--- config.mk ---
export PLATFORM = sky130hd
export DESIGN_NAME = pipeline_stall_ctrl
export DESIGN_NICKNAME = d
export VERILOG_FILES = /design/src/rtl/pipeline_stall_ctrl.sv
export SDC_FILE = /design/constraint.sdc
export NUM_CORES = 1
export LEC_CHECK = 0
export ABC_AREA = 1
export CAP_MARGIN = 20
export CORE_ASPECT_RATIO = 0.75
export CORE_MARGIN = 5
export CORE_UTILIZATION = 40
export DETAILED_ROUTE_END_ITERATION = 6
export PLACE_DENSITY = 0.78
export SYNTH_ARGS = -nofsm -noshare
export SYNTH_HDL_FRONTEND = slang
export SYNTH_SLANG_ARGS = --single-unit
--- constraint.sdc ---
create_clock -name clk -period 1.4 [get_ports clk]
set_input_delay 0.21 -clock clk [delete_from_list [all_inputs] [get_ports clk]]
set_output_delay 0.21 -clock clk [all_outputs]
set_load 0.05 [all_outputs]
--- src/rtl/pipeline_stall_ctrl.sv ---
// Stall/flush sequencer: prioritises timeout, memory wait, branch flush and hazard stall.
// Optional saturating stall statistics are enabled by defining STALL_STATS_EN.
module pipeline_stall_ctrl #(
  parameter int unsigned CNT_W       = 16,
  parameter int unsigned MEM_TIMEOUT = 255
) (
  input  logic             clk,
  input  logic             rst,
  input  logic             hazard_detected,
  input  logic             branch_taken,
  input  logic             mem_access,
  input  logic             mem_ready,
  output logic             freeze_pc,
  output logic             freeze_if_id,
  output logic             flush_if_id,
  output logic             bubble_id_ex,
  output logic             freeze_all,
  output logic             mem_timeout,
  output logic [CNT_W-1:0] hazard_stall_cnt,
  output logic [CNT_W-1:0] mem_stall_cnt,
  output logic [CNT_W-1:0] flush_cnt
);

  typedef enum logic [1:0] {StRun, StMemWait, StTimeout} state_e;

  localparam logic [CNT_W-1:0] CntOne     = {{(CNT_W-1){1'b0}}, 1'b1};
  localparam logic [CNT_W-1:0] TimeoutVal = CNT_W'(MEM_TIMEOUT);

  state_e           state_q;
  logic [CNT_W-1:0] wait_cnt_q;

  logic mem_wait;
  logic in_timeout;
  logic do_flush;
  logic do_hazard;

  always_comb begin
    in_timeout = (state_q == StTimeout);
    // Once waiting, the freeze holds until mem_ready regardless of mem_access.
    unique case (state_q)
      StRun:     mem_wait = mem_access && !mem_ready;
      StMemWait: mem_wait = !mem_ready;
      default:   mem_wait = 1'b0;
    endcase
    do_flush  = !in_timeout && !mem_wait && branch_taken;
    do_hazard = !in_timeout && !mem_wait && !branch_taken && hazard_detected;
  end

  always_comb begin
    freeze_all   = rst && (in_timeout || mem_wait);
    freeze_pc    = rst && (in_timeout || mem_wait || do_hazard);
    freeze_if_id = rst && (in_timeout || mem_wait || do_hazard);
    flush_if_id  = rst && do_flush;
    bubble_id_ex = rst && (do_flush || do_hazard);
    mem_timeout  = rst && in_timeout;
  end

  always_ff @(posedge clk) begin
    if (!rst) begin
      state_q    <= StRun;
      wait_cnt_q <= '0;
    end else begin
      unique case (state_q)
        StRun: begin
          if (mem_wait) begin
            state_q    <= StMemWait;
            wait_cnt_q <= CntOne;
          end else begin
            wait_cnt_q <= '0;
          end
        end
        StMemWait: begin
          if (mem_ready) begin
            state_q    <= StRun;
            wait_cnt_q <= '0;
          end else if ((MEM_TIMEOUT != 0) && (wait_cnt_q == TimeoutVal)) begin
            state_q <= StTimeout;
          end else if (wait_cnt_q != '1) begin
            wait_cnt_q <= wait_cnt_q + CntOne;
          end
        end
        StTimeout: state_q <= StTimeout;
        default: begin
          state_q    <= StRun;
          wait_cnt_q <= '0;
        end
      endcase
    end
  end

`ifdef STALL_STATS_EN
  logic [CNT_W-1:0] hazard_cnt_q;
  logic [CNT_W-1:0] mem_cnt_q;
  logic [CNT_W-1:0] flush_cnt_q;

  always_ff @(posedge clk) begin
    if (!rst) begin
      hazard_cnt_q <= '0;
      mem_cnt_q    <= '0;
      flush_cnt_q  <= '0;
    end else begin
      if (do_hazard && (hazard_cnt_q != '1)) hazard_cnt_q <= hazard_cnt_q + CntOne;
      if (mem_wait && (mem_cnt_q != '1))     mem_cnt_q    <= mem_cnt_q + CntOne;
      if (do_flush && (flush_cnt_q != '1))   flush_cnt_q  <= flush_cnt_q + CntOne;
    end
  end

  assign hazard_stall_cnt = rst ? hazard_cnt_q : '0;
  assign mem_stall_cnt    = rst ? mem_cnt_q    : '0;
  assign flush_cnt        = rst ? flush_cnt_q  : '0;
`else
  assign hazard_stall_cnt = '0;
  assign mem_stall_cnt    = '0;
  assign flush_cnt        = '0;
`endif

endmodule
* Word-level counts from Yosys, hierarchy flattened
Index checks and enable logic that the tools add are counted.
** Word-level totals
- Bits in registers :: 18
- Input port bits :: 6
- Word-level logic and storage cells :: 42
** Operators by class
- Add/sub/neg operators :: 1
- Eq/ne operators :: 8
- Mux-type cells :: 10
- Bitwise gates (word level) :: 1
- Reduce and logical (&&, ||, !) cells :: 20
** Operators by type and width (number)
- two-way mux 16 bit :: 3
- case mux 16 bit (3 select lines) :: 1
- adder 16 x 1 -> 16 bit, second input constant :: 1
- equality test 16 x 8 -> 1 bit, second input constant :: 1
- != test 16 bit, second input constant :: 1
- logical AND 1 bit :: 10
- != test 3 bit, second input constant :: 3
- two-way mux 2 bit :: 3
- case mux 2 bit (3 select lines) :: 1
- zero test 1 bit :: 4
- logical OR 1 bit :: 3
- AND reduction 3 bit :: 1
- equality test 2 x 1 -> 1 bit, second input constant :: 1
- equality test 2 bit, second input constant :: 1
- zero test 2 bit :: 1
- != test 2 bit, second input constant :: 1
- case mux 1 bit (2 select lines) :: 1
- AND reduction 2 bit :: 1
- two-way mux 1 bit :: 1
- inverter 1 bit :: 1

* Logic depth before layout (Yosys ltp)
- Depth in word-level cells :: 9
- Gate-level depth with buffers :: 12
- Mapped depth without buffers :: 12

* Worst setup path after synthesis
Ideal clock, no wire load.
- Kind :: flip-flop to output port
- Start point :: register state_q[1]
- End point :: output freeze_pc
- Arrival :: 2.033 ns
- Required time :: 1.190 ns
- Slack :: -0.843 ns
- Cell stages (with the launch flop) :: 9
- Cells stage by stage :: dfxtp_1 -> inv_1 -> nand2_1 -> inv_1 -> nand2_2 -> and3_1 -> nand3_1 -> a21oi_1 -> buf_4
** On the way
- Word-level cells in the longest chain between the ends :: 8
** RTL lines
- start: declaration :: line 29 : state_e state_q;
- start signal: assignment :: line 60 : state_q <= StRun;
- start signal: assignment :: line 66 : state_q <= StMemWait;
- start signal: assignment :: line 74 : state_q <= StRun;
- equality test 2 x 1 -> 1 bit or zero test 2 bit (tied branches) :: line 40 : unique case (state_q)
- case mux 1 bit (2 select lines) :: line 40
- zero test 1 bit :: line 46 : do_hazard = !in_timeout && !mem_wait && !branch_taken && hazard_detected;
- logical AND 1 bit (3 in series) :: line 46
- logical OR 1 bit (*)
- logical AND 1 bit (*)
- end: declaration :: line 13 : output logic freeze_pc,
Every way passes the cells marked *; elsewhere a longest branch is shown, timed or not.

* Worst setup path in the final report
- Start point :: register state_q[1]
- End point :: output freeze_if_id
** On the way
- Word-level cells in the longest chain between the ends :: 8
** RTL lines
- equality test 2 x 1 -> 1 bit or zero test 2 bit (tied branches) :: line 40
- case mux 1 bit (2 select lines) :: line 40
- zero test 1 bit :: line 46
- logical AND 1 bit (3 in series) :: line 46
- logical OR 1 bit (*) :: line 52 : freeze_if_id = rst && (in_timeout || mem_wait || do_hazard);
- logical AND 1 bit (*) :: line 52
- end: declaration :: line 14 : output logic freeze_if_id,
Marked as above.

==> results.yml <==
clock_tree:
  htreeDepth: 1
  cts-root-buf: "clkbuf_8"
  clk_latency_ns: 0.26
  clk_pin_slew_worst_paths_ns: 0.07
  cts_tree: "built"
  cts.sinks: 18
  hold_buffers: 0
  clk_path_buf_depth: 2
  cts_buffers: 3
floorplanning:
  dieArea_um2: 5170
  die_w_um: 81.4
  die_h_um: 63.5
  io_pins: 60
  rows: 19
  coreArea_um2: 3680
  initial_core_util_pct: 41.5
yosys:
  ys_ff_latch: 18
  yosysSeqAreaShare_pct: 23.6
  synth_flop_cell: "dfxtp_1"
  synth_cell_types: 26
  avgSynthCellArea_um2: 6.61
  synth_top_area_share_pct: 24.6
  yosys_warnings: 0
  yosysMostFrequentCell: "buf_4"
  synth_commonest_cells: "buf_4, nand2_1, nor2_1"
  syn_inst: 231
  syn_area_um2: 1530
  synth_area_leaders: "buf_4, dfxtp_1, nand2_1, nor2_1, a21oi_1"
  synth_edf_count: 0
  synthArstFlopShare_pct: 0
  yosysTopAreaCell: "buf_4"
run_status:
  status: "finished with violations"
  violations: "negative setup slack"
global_routing:
  grt_max_degree: 16
  grt_pass1_vias: 1326
  grt_antenna_before_repair: 0
  grt.busiest_layer: "met2"
  use_met1_pct: 19.5
  grt_pass1_wl_um: 6110
  met2_usage_pct: 25.0
  overflow: 0
  grtUsageMet3_pct: 3.42
  grt.total_usage_pct: 15.1
worst_setup_path:
  worst_setup_path_end_kind: "output pin"
  arrival_ns: 1.52
  r2r_setup_slack_ns: -0.28
  critical_path_class: "register to output pin"
  critPathLaunchType: "register"
  cp_max_fo: 5
  crit_required_ns: 1.19
sta:
  holdWs_ns: 0.506
  setup_viol: 22
  max_freq_mhz: 579
  hold_viol_final: 0
  setup_tns_ns: -4.98
  rsz0062_at_grt: "yes"
  setup_slack_ns: -0.327
  maxSlewViolCount: 0
  skew_ns: 0.00610
  min_period_over_period_pct: 123
  period_minus_slack_ns: 1.73
drt:
  ant_nets: 0
  routed-via-count: 1465
  drtIter0Drc: 121
  firstDrtPassIters: 4
  wl_um: 3840
  wire_per_inst_um: 11.7
  vias_per_cell: 4.47
  drc: 0
pwr:
  p_leak_nw: 0.924
  peakVddDrop_mv: 0.517
  total_power_mw: 1.46
  power.density_nw_per_um2: 728
finish:
  nNetsFinal: 284
  area_growth_pct: 31.6
  finalNonFillerCells: 328
  num_antenna_cells: 0
  layout-drive-gt1-share_pct: 33.3
place:
  gp_congestion: 0.868
  portBuffers: 11
  dp_hpwl_um: 2990
  dp.cells: 320
  pre_cts_ws_ns: -0.441
hold_path:
  hp-class: "primary input to register"
job:
  drv_cap: 0
[worst paths after layout]
check	start	end	cells after the start
min	mem_ready	state_q[1]$_SDFFE_PN0P_	4
min reg2reg	wait_cnt_q[7]$_SDFFE_PN0P_	wait_cnt_q[7]$_SDFFE_PN0P_	2
max reg2reg	state_q[1]$_SDFFE_PN0P_	wait_cnt_q[7]$_SDFFE_PN0P_	12
max	state_q[1]$_SDFFE_PN0P_	freeze_if_id	8
[kinds of logic after synthesis]
group / synth area share (%)
flip-flops: 23.6
AND/OR/NAND/NOR: 35.1
other: 0.245
adder cells (fa/ha/maj): 0.819
buffers and inverters: 30.5
AO/OA/AOI/OAI: 9.83
[state kept, by name (all words and copies together), names as in the netlist]
signal	flops
wait_cnt_q	16
state_q	2
[layer usage]
layer | share of wire (%) | wire, µm | vias up
li1 | - | - | 723
met1 | 40 | 1530 | 679
met2 | 52 | 2010 | 54
met3 | 6.6 | 252 | 9
met4 | 1.3 | 51 | 0
met5 | 0 | 0 | -
[where the power goes]
group          total [mW]  switching (mW)  internal (mW)
clock               0.440           0.190          0.251
combinational       0.503           0.394          0.109
sequential          0.521         0.00473          0.516
[cell usage in the layout (no fill, tap or decap), drive strengths merged]
cell            n
nand3b          1
nand3          13
ha              1
and3            1
conb           48
a21oi          20
dfxtp          18
o21ai           7
dlygate4sd2     1
nor2           38
clkbuf          4
or2             1
clkdlybuf4s50   4
o21bai          1
inv            20
buf            41
nand4           4
nand2          50
nor3            3
[critical path, stage by stage, from the launching register on]
cell and delay (ns):
dfxtp_2 0.35, inv_2 0.06, nand2_4 0.07, inv_4 0.04
nand2_4 0.04, and3_4 0.22, nand3_4 0.08, a21oi_4 0.23
buf_12 0.17
[area by class of cell]
cell class	count	area, µm²
fill	341	1670
tap	52	65.1
timing repair buffer	46	448
clock buffer	4	55.1
multi-input combinational	188	1000
inverter	20	77.6
sequential	18	365
[metrics by stage]
| step | cell area (µm²) | utilization [%] |
|---|---|---|
| 2_1_floorplan | 1790 | - |
| 3_5_place_dp | 1880 | 50.9 |
| 5_1_grt | 2010 | 54.6 |
| 4_1_cts | 2000 | 54.3 |
| 3_3_place_gp | 1880 | 50.9 |
| 6_report | 2010 | 54.6 |
[repair_timing]
| action | CTS | global route |
|---|---|---|
| gates resized for setup | 12 | 2 |
| setup endpoints to repair | 22 | 23 |
| setup buffers | 4 | 0 |
| pin swaps | 3 | 4 |
(Power assumes the default switching activity.)
